--- src/rtl/adc_sample_sequencer.sv ---
// ADC command pacer: issues one conversion per DIV-cycle tick and emits DC-centred signed samples.
// Define ADC_SEQ_AVG4_EN to emit one sample per four captures, built from their average.
module adc_sample_sequencer #(
  parameter int         DIV      = 6250,
  parameter logic [4:0] CHANNEL  = 5'd1,
  parameter int         MIDSCALE = 2048,
  parameter int         TIMEOUT  = 1023
) (
  input  logic        clock_clk,
  input  logic        reset_sink_reset_n,
  input  logic        enable,
  output logic        command_valid,
  output logic [4:0]  command_channel,
  output logic        command_startofpacket,
  output logic        command_endofpacket,
  input  logic        command_ready,
  input  logic        response_valid,
  input  logic [4:0]  response_channel,
  input  logic [11:0] response_data,
  output logic        sample_valid,
  output logic [15:0] sample_data,
  input  logic        sample_ready,
  output logic        overrun,
  output logic        timeout_err,
  input  logic        err_clr
);

  localparam logic [15:0] TICK_LAST = 16'(DIV - 1);
  localparam logic [15:0] WAIT_LAST = 16'(TIMEOUT - 1);
  localparam logic [15:0] MID_CODE  = 16'(MIDSCALE);

  // IDLE: wait for tick | ISSUE: hold command until accepted | WAIT_RSP: await matching response
  typedef enum logic [1:0] {S_IDLE, S_ISSUE, S_WAIT_RSP} state_t;

  state_t      state_q, state_d;
  logic [15:0] tick_cnt_q, tick_cnt_d;
  logic [15:0] wait_cnt_q, wait_cnt_d;
  logic        sample_valid_q, sample_valid_d;
  logic [15:0] sample_data_q, sample_data_d;
  logic        overrun_q, overrun_d;
  logic        timeout_q, timeout_d;

  logic        tick;
  logic        rsp_match;
  logic        capture;
  logic        wait_expired;
  logic        emit;
  logic        drop;
  logic        lost_tick;
  logic [11:0] cap_data;
  logic [15:0] conv_data;

  always_comb begin
    tick       = enable && (tick_cnt_q == TICK_LAST);
    tick_cnt_d = 16'd0;
    if (enable && !tick) begin
      tick_cnt_d = tick_cnt_q + 16'd1;
    end
  end

  assign rsp_match = response_valid && (response_channel == CHANNEL);

  always_comb begin
    state_d      = state_q;
    wait_cnt_d   = 16'd0;
    capture      = 1'b0;
    wait_expired = 1'b0;
    case (state_q)
      S_IDLE: begin
        if (tick) state_d = S_ISSUE;
      end
      S_ISSUE: begin
        if (command_ready) state_d = S_WAIT_RSP;
      end
      S_WAIT_RSP: begin
        wait_cnt_d = wait_cnt_q + 16'd1;
        if (rsp_match) begin
          capture = 1'b1;
          state_d = S_IDLE;
        end else if (wait_cnt_q == WAIT_LAST) begin
          wait_expired = 1'b1;
          state_d      = S_IDLE;
        end
      end
      default: state_d = S_IDLE;
    endcase
  end

`ifdef ADC_SEQ_AVG4_EN
  logic [13:0] acc_q, acc_d;
  logic [1:0]  phase_q, phase_d;
  logic [13:0] acc_sum;

  always_comb begin
    acc_sum  = acc_q + {2'b00, response_data};
    cap_data = acc_sum[13:2];
    acc_d    = acc_q;
    phase_d  = phase_q;
    emit     = 1'b0;
    if (wait_expired) begin
      acc_d   = 14'd0;
      phase_d = 2'd0;
    end else if (capture) begin
      if (phase_q == 2'd3) begin
        emit    = 1'b1;
        acc_d   = 14'd0;
        phase_d = 2'd0;
      end else begin
        acc_d   = acc_sum;
        phase_d = phase_q + 2'd1;
      end
    end
  end

  always_ff @(posedge clock_clk) begin
    if (!reset_sink_reset_n) begin
      acc_q   <= 14'd0;
      phase_q <= 2'd0;
    end else begin
      acc_q   <= acc_d;
      phase_q <= phase_d;
    end
  end
`else
  assign cap_data = response_data;
  assign emit     = capture;
`endif

  assign conv_data = ({4'b0000, cap_data} - MID_CODE) << 4;

  // An untransferred sample wins over a fresh one unless it leaves in this same cycle.
  always_comb begin
    sample_valid_d = sample_valid_q;
    sample_data_d  = sample_data_q;
    drop           = 1'b0;
    if (emit) begin
      if (sample_valid_q && !sample_ready) begin
        drop = 1'b1;
      end else begin
        sample_valid_d = 1'b1;
        sample_data_d  = conv_data;
      end
    end else if (sample_valid_q && sample_ready) begin
      sample_valid_d = 1'b0;
    end

    lost_tick = tick && (state_q != S_IDLE);
    overrun_d = overrun_q && !err_clr;
    if (lost_tick || drop) overrun_d = 1'b1;
    timeout_d = timeout_q && !err_clr;
    if (wait_expired) timeout_d = 1'b1;
  end

  always_ff @(posedge clock_clk) begin
    if (!reset_sink_reset_n) begin
      state_q        <= S_IDLE;
      tick_cnt_q     <= 16'd0;
      wait_cnt_q     <= 16'd0;
      sample_valid_q <= 1'b0;
      sample_data_q  <= 16'd0;
      overrun_q      <= 1'b0;
      timeout_q      <= 1'b0;
    end else begin
      state_q        <= state_d;
      tick_cnt_q     <= tick_cnt_d;
      wait_cnt_q     <= wait_cnt_d;
      sample_valid_q <= sample_valid_d;
      sample_data_q  <= sample_data_d;
      overrun_q      <= overrun_d;
      timeout_q      <= timeout_d;
    end
  end

  assign command_valid         = (state_q == S_ISSUE);
  assign command_startofpacket = command_valid;
  assign command_endofpacket   = command_valid;
  assign command_channel       = CHANNEL;
  assign sample_valid          = sample_valid_q;
  assign sample_data           = sample_data_q;
  assign overrun               = overrun_q;
  assign timeout_err           = timeout_q;

endmodule
--- config.mk ---
export PLATFORM = sky130hd
export DESIGN_NAME = adc_sample_sequencer
export DESIGN_NICKNAME = d
export VERILOG_FILES = /design/src/rtl/adc_sample_sequencer.sv
export SDC_FILE = /design/constraint.sdc
export NUM_CORES = 1
export LEC_CHECK = 0
export ABC_AREA = 1
export CAP_MARGIN = 25
export CORE_MARGIN = 8
export CORE_UTILIZATION = 37
export CTS_CLUSTER_DIAMETER = 100
export DETAILED_ROUTE_END_ITERATION = 10
export DONT_BUFFER_PORTS = 1
export PLACE_DENSITY = 0.52
export SLEW_MARGIN = 20
export SYNTH_ARGS = -nofsm -noshare
export SYNTH_HDL_FRONTEND = slang
export SYNTH_SLANG_ARGS = --single-unit
--- constraint.sdc ---
create_clock -name clock_clk -period 1.27 [get_ports clock_clk]
set_input_delay 0.254 -clock clock_clk [delete_from_list [all_inputs] [get_ports clock_clk]]
set_output_delay 0.254 -clock clock_clk [all_outputs]
set_load 0.01 [all_outputs]
==> impl_metrics.py, run 1 <==
metrics = {
    "outcome": {
        "status": "finished with violations",
        "violations": "setup timing",
    },
    "floorplan": {
        "start_util_pct": 37.4,
        "rows": 30,
        "die_height_um": 98.0,
        "fp.coreArea_sq_um": 6640,
        "io_pins": 51,
        "die-area_sq_um": 9600,
        "die_w_um": 98.0,
    },
    "setup_path": {
        "r2r_setup_slack_ns": -0.06,
        "cp_slowest_cell": "dfxtp_2",
        "crit_chain": "inv_2 -> ha_4 -> inv_2 -> nor2_1 -> nand2_1 -> nor2_2 -> nand2_2 -> nand3_4 -> buf_12 -> nor3_2",
        "cp_data_required_time_ns": 1.48,
        "end_kind": "flop",
        "crit_type": "reg -> reg",
        "crit_arrival_ns": 1.54,
        "worst-path-max-fanout": 8,
        "crit_top_cell": "inv_2",
        "slowest_delay_ns": 0.35,
        "crit_buf_inv": 3,
        "start_kind": "flop",
        "crit_family": "simple AND/OR/NAND/NOR gates",
    },
    "global_route": {
        "grt_usage_pct": 11.6,
        "grt_max_degree": 26,
        "grt.overflow.total": 0,
        "antenna_found_initial": 0,
        "grt_pass1_vias": 2057,
        "grt_pass1_wl_um": 9220,
    },
    "clock_tree": {
        "path_clk_slew_ns": 0.10,
        "cts_tree": "yes",
        "clockBufferDepth": 2,
        "insertion_delay_ns": 0.31,
        "cts.sink_count": 49,
        "htree_levels": 2,
        "cts_made_buffers": 5,
        "cts_root_buf": "clkbuf_8",
    },
    "sta": {
        "setup_viol": 22,
        "finalCritPeriodShare_pct": 105,
        "skew_ns": 0.00818,
        "period_needed_ns": 1.33,
        "setup_ws_ns": -0.0605,
        "hold_viol": 0,
        "slew_viol_final": 0,
        "rsz0062_at_grt": "true",
        "max_freq_mhz": 752,
    },
    "synth": {
        "synth_xor_area_share_pct": 3.52,
        "ys_seq_area_share_pct": 39.4,
        "synth_compound_area_share_pct": 10.4,
        "synthFlopType": "dfxtp_1",
        "synth_area_per_cell_sq_um": 7.09,
        "synthAdderAreaFrac_pct": 2.01,
        "synth_top_area_cell": "dfxtp_1",
        "synth_top_family_by_area": "simple AND/OR/NAND/NOR gates",
        "synth_simple_gate_area_share_pct": 29.5,
        "synth_edf_count": 0,
        "ys_warn_count": 0,
        "synth_seq_cells": 49,
        "async_flop_share_pct": 0,
        "netlist_area_sq_um": 2490,
        "netlist.area_leader.share_pct": 39.4,
        "ys_types": 34,
        "syn_inst": 351,
        "synthMuxAreaShare_pct": 0,
        "netlist_top_cells_area": "dfxtp_1 (39%), inv_1 (9.8%), nand2_1 (8.1%)",
    },
    "cells_and_area": {
        "design_area_sq_um": 3240,
        "nFillCells": 677,
        "multi_input_area_sq_um": 1400,
        "diodes": 0,
        "layout_commonest_cell": "inv_1",
        "syn_to_final_growth_pct": 30.1,
        "drive_gt1_share_pct": 33.3,
        "layout.nets": 417,
        "stdcell_count": 470,
        "final_cell_mix": "inv_1 (55), nand2_1 (46), dfxtp_1 (42)",
        "seq_area_sq_um": 992,
    },
    "min_path": {
        "min_path_type": "in -> reg",
    },
    "power_and_ir_drop": {
        "ir_drop_mv": 0.452,
        "p_leak_nw": 1.24,
        "power_density_nw_per_um2": 818,
        "finalPower_mw": 2.65,
    },
    "drt": {
        "remaining_drc_errors": 0,
        "firstDrtPassIters": 4,
        "via_count": 2210,
        "vias_per_cell": 4.70,
        "wl_per_cell_um": 12.4,
        "drtAntennaViolNets": 0,
        "wl_um": 5820,
        "drt_iter0_markers": 62,
    },
    "place": {
        "post-dp-hpwl_um": 4090,
        "portBuffers": 0,
        "dp_slack_ns": -0.132,
        "dpl_cell_area_sq_um": 2720,
        "gp_congestion": 0.773,
        "dp.cells": 448,
    },
    "flow_run": {
        "cap_violations": 0,
    },
}
[power by group]
group	switching (mW)	internal (mW)	leakage [nW]
clock	0.603	0.403	0.0452
combinational	0.0551	0.0455	0.801
sequential	0.00372	1.54	0.398
[cell type report]
cell class                      count  area share (%)
Clock inverter                      3           0.773
Timing Repair Buffer               39            12.0
Multi-Input combinational cell    226            43.2
Timing Repair inverter              1           0.232
Clock buffer                        5            2.13
Inverter                           67            7.97
Tap cell                           80            3.09
Sequential cell                    49            30.7
[metrics by stage]
stage / TNS [ns] / utilization, % / hold slack, ns
after floorplan: 0 / - / 0.392
after global placement: -0.491 / 40.9 / 0.385
after detailed placement: -1.01 / 40.9 / 0.388
after CTS: -1.08 / 43.2 / 0.0276
after global routing: -4.21 / 48.7 / 0.0265
final: -0.665 / 48.7 / 0.0396
[registers in the layout, indices dropped and copies added (netlist names)]
signal,cells
overrun,1
sample_data,12
sample_valid,1
state_q,2
tick_cnt_q,16
timeout_err,1
wait_cnt_q,16
[path summary, 6_finish.rpt]
kind / start / to / depth (start not counted)
max: tick_cnt_q[1] / tick_cnt_q[2] / 10
min: reset_sink_reset_n / sample_data[5] / 2
max reg2reg: tick_cnt_q[1] / tick_cnt_q[2] / 10
min reg2reg: wait_cnt_q[15] / wait_cnt_q[15] / 2
[logic make-up (layout without fill, tap and decap cells)]
| kind of cell | count (synthesis) | count (layout) |
|---|---|---|
| and+or+nand+nor | 153 | 153 |
| buffers and inverters | 83 | 115 |
| AOI/OAI and AO/OA | 50 | 50 |
| DFF | 49 | 49 |
| xor gates and xnor gates | 10 | 10 |
| adders and majority gates | 4 | 4 |
| other | 2 | 9 |
[synthesized netlist by cell type, types with 3 or more instances]
library cell  count
nor2_4            3
nand4_1           8
nand2_1          54
xnor2_1           3
nor3_1            9
o21ai_0          20
nand2_2           3
buf_4            11
nand3_1          16
xor2_1            7
a21oi_1          27
nor2_1           45
inv_1            65
ha_1              4
nor2_2            3
dfxtp_1          49
[timing repair]
item,4_1_cts,5_1_grt
gates resized for setup,17,83
hold buffers,0,0
setup buffers,2,9
gates cloned,0,3
setup endpoints to repair,27,51
pin swaps,4,28
[layer usage]
| layer | share of wire, % | wire length (um) | up-vias | GRT usage, % |
|---|---|---|---|---|
| li1 | - | - | 1154 | - |
| met1 | 44 | 2540 | 1000 | 13.4 |
| met2 | 49 | 2850 | 49 | 18.9 |
| met3 | 5.7 | 334 | 7 | 3.77 |
| met4 | 1.6 | 93 | 0 | 5.16 |
| met5 | 0 | 0 | - | 0 |
Power figures use the tool's default switching activity.
==> run 2, diff against run 1 <==
--- a/config.mk
+++ b/config.mk
@@ -9,7 +9,7 @@
 export CAP_MARGIN = 25
 export CORE_MARGIN = 8
 export CORE_UTILIZATION = 37
-export CTS_CLUSTER_DIAMETER = 100
+export CTS_CLUSTER_DIAMETER = 80
 export DETAILED_ROUTE_END_ITERATION = 10
 export DONT_BUFFER_PORTS = 1
 export PLACE_DENSITY = 0.52
==> results of run 2 <==
Final layout, timing and power as in run 1 (identical DEF).
==> run 3, diff against run 2 <==
--- a/config.mk
+++ b/config.mk
@@ -8,11 +8,11 @@
 export ABC_AREA = 1
 export CAP_MARGIN = 25
 export CORE_MARGIN = 8
-export CORE_UTILIZATION = 37
+export CORE_UTILIZATION = 55
 export CTS_CLUSTER_DIAMETER = 80
 export DETAILED_ROUTE_END_ITERATION = 10
 export DONT_BUFFER_PORTS = 1
-export PLACE_DENSITY = 0.52
+export PLACE_DENSITY = 0.72
 export SLEW_MARGIN = 20
 export SYNTH_ARGS = -nofsm -noshare
 export SYNTH_HDL_FRONTEND = slang
==> constraint.sdc (replaced) <==
create_clock -name clock_clk -period 1.17 [get_ports clock_clk]
set_input_delay 0.234 -clock clock_clk [delete_from_list [all_inputs] [get_ports clock_clk]]
set_output_delay 0.234 -clock clock_clk [all_outputs]
set_load 0.01 [all_outputs]
==> run 3 against run 2 <==
Compared with the run above: the flow still finishes with violations (setup timing); core utilization is 30 points higher; clock skew is 0.0039 ns lower; worst setup slack lost 0.18 ns; fmax shrank 5.5%; sequential power is 8% higher; critical endpoint is now state_q[0]; largest power group unchanged.
==> impl_metrics.py, run 3 (synthesized netlist as in run 1, its figures left out) <==
metrics = {
    "outcome": {
        "status": "finished with violations",
        "violations": "setup timing",
    },
    "min_path": {
        "hold_depth": 2,
        "min_path_type": "in -> reg",
    },
    "place": {
        "dpl_cell_area_sq_um": 2780,
        "post-dp-hpwl_um": 4120,
        "portBuffers": 0,
        "gp_congestion": 0.862,
    },
    "clock_tree": {
        "cts_root_buf": "clkbuf_8",
        "cts.sink_count": 49,
        "htree_levels": 2,
        "hold_buffers": 0,
        "path_clk_slew_ns": 0.09,
        "cts_tree": "yes",
        "cts_made_buffers": 5,
        "insertion_delay_ns": 0.30,
        "clockBufferDepth": 2,
    },
    "setup_path": {
        "crit_chain": "inv_2 -> ha_1 -> inv_1 -> nor2_1 -> nand2_1 -> nor2_2 -> nand2_1 -> nand2_2 -> nand2_1 -> nor2_1 -> nor2_1",
        "rr_worst_depth": 11,
        "slowest_delay_ns": 0.37,
        "crit_type": "reg -> reg",
        "end_kind": "flop",
        "r2r_setup_slack_ns": -0.24,
        "worst-path-max-fanout": 4,
        "crit_arrival_ns": 1.61,
        "r2r_end": "state_q[0]",
        "timing.rr.start": "wait_cnt_q[0]",
        "cp_slowest_cell": "dfxtp_4",
        "crit_end": "state_q[0]",
        "cp-startpoint": "wait_cnt_q[0]",
        "start_kind": "flop",
        "cp_data_required_time_ns": 1.37,
    },
    "drt": {
        "wl_um": 7110,
        "remaining_drc_errors": 0,
        "via_count": 2394,
        "drt_iter0_markers": 180,
        "vias_per_cell": 5.34,
        "drtAntennaViolNets": 0,
        "firstDrtPassIters": 6,
        "wl_per_cell_um": 15.9,
    },
    "cells_and_area": {
        "final_cell_mix": "inv_1 (56), nand2_1 (48), dfxtp_1 (38)",
        "diodes": 0,
        "layout.nets": 423,
        "seq_area_sq_um": 1000,
        "layout_commonest_cell": "inv_1",
        "multi_input_area_sq_um": 1530,
        "syn_to_final_growth_pct": 37.0,
        "design_area_sq_um": 3410,
        "nFillCells": 270,
        "drive_gt1_share_pct": 40.4,
    },
    "power_and_ir_drop": {
        "p_leak_nw": 1.30,
        "ir_drop_mv": 0.834,
        "power_density_nw_per_um2": 889,
    },
    "floorplan": {
        "die_height_um": 83.3,
        "io_pins": 51,
        "rows": 24,
        "start_util_pct": 57.1,
        "fp.coreArea_sq_um": 4350,
        "die_w_um": 83.3,
        "die-area_sq_um": 6930,
    },
    "sta": {
        "skew_ns": 0.00432,
        "max_freq_mhz": 710,
        "slew_viol_final": 0,
        "setup_ws_ns": -0.238,
        "rsz0062_at_grt": "true",
        "setup_viol": 51,
        "holdWs_ns": 0.0313,
        "hold_viol": 0,
        "period_needed_ns": 1.41,
        "finalCritPeriodShare_pct": 120,
    },
    "global_route": {
        "grt_usage_pct": 16.4,
        "grt_pass1_wl_um": 9780,
        "antenna_found_initial": 0,
        "grt.overflow.total": 0,
        "grt_max_degree": 17,
        "grt_pass1_vias": 2206,
    },
    "flow_run": {
        "cap_violations": 0,
    },
}
==> run 3: cell count changes in the layout (fill, tap and decap cells not counted), moves of 4 or more <==
cell	previous run	this run
nor2_4	8	13
buf_4	28	35
a21oi_1	22	12
a21oi_2	7	17
dfxtp_1	42	38
==> run 3: layer usage <==
layer  vias to the layer above  wire length, um  GRT usage [%]
li1                       1156                -              -
met1                      1106             2760           19.9
met2                       113             3640           26.7
met3                        19              551           5.47
met4                         0              155           4.15
met5                         -                0              0
==> run 3: cell type report <==
| class | count | area share, % |
|---|---|---|
| clock buffers | 5 | 2.02 |
| inverters | 67 | 7.49 |
| clock inverters | 3 | 1.36 |
| multi-input cells | 226 | 44.8 |
| repair buffers | 46 | 12.9 |
| well taps | 52 | 1.91 |
| flip-flops and latches | 49 | 29.5 |
==> run 3: worst min path at each step <==
stage / from / to
final: reset_sink_reset_n / sample_data[11]
after global routing: reset_sink_reset_n / sample_data[8]
after CTS: reset_sink_reset_n / state_q[0]
after detailed placement: reset_sink_reset_n / sample_data[15]
after global placement: reset_sink_reset_n / sample_data[15]
after floorplan: reset_sink_reset_n / sample_data[4]
==> run 3: report_power, final <==
| group | total, mW | switching (mW) | internal, mW |
|---|---|---|---|
| combinational | 0.120 | 0.0673 | 0.0526 |
| clock | 1.24 | 0.599 | 0.641 |
| sequential | 1.67 | 0.00666 | 1.66 |
| total | 3.03 | 0.673 | 2.36 |
==> run 3: metrics by stage <==
stage	setup slack, ns	TNS [ns]	std cells	util (%)	power [mW]
after floorplan	-0.0302	-0.256	358	-	1.79
after global placement	-0.118	-1.70	428	63.8	1.80
after detailed placement	-0.161	-2.58	428	63.8	1.80
after CTS	-0.116	-2.20	442	71.3	3.01
after global routing	-0.337	-9.28	448	78.2	3.13
final	-0.238	-5.49	448	78.2	3.03
==> run 3: repair_timing <==
item	in CTS	in global routing
pin swaps	4	21
setup buffers	5	6
endpoints found under the setup margin	49	52
gates resized for setup	39	86
cloned	1	1
==> run 3: critical path, delay by kind of cell, from the launching register on <==
family	cells	cell delay [ns]
adder cells (fa/ha/maj)	1	0.13
buffers and inverters	2	0.09
flip-flops	1	0.37
AND/OR/NAND/NOR	8	0.73
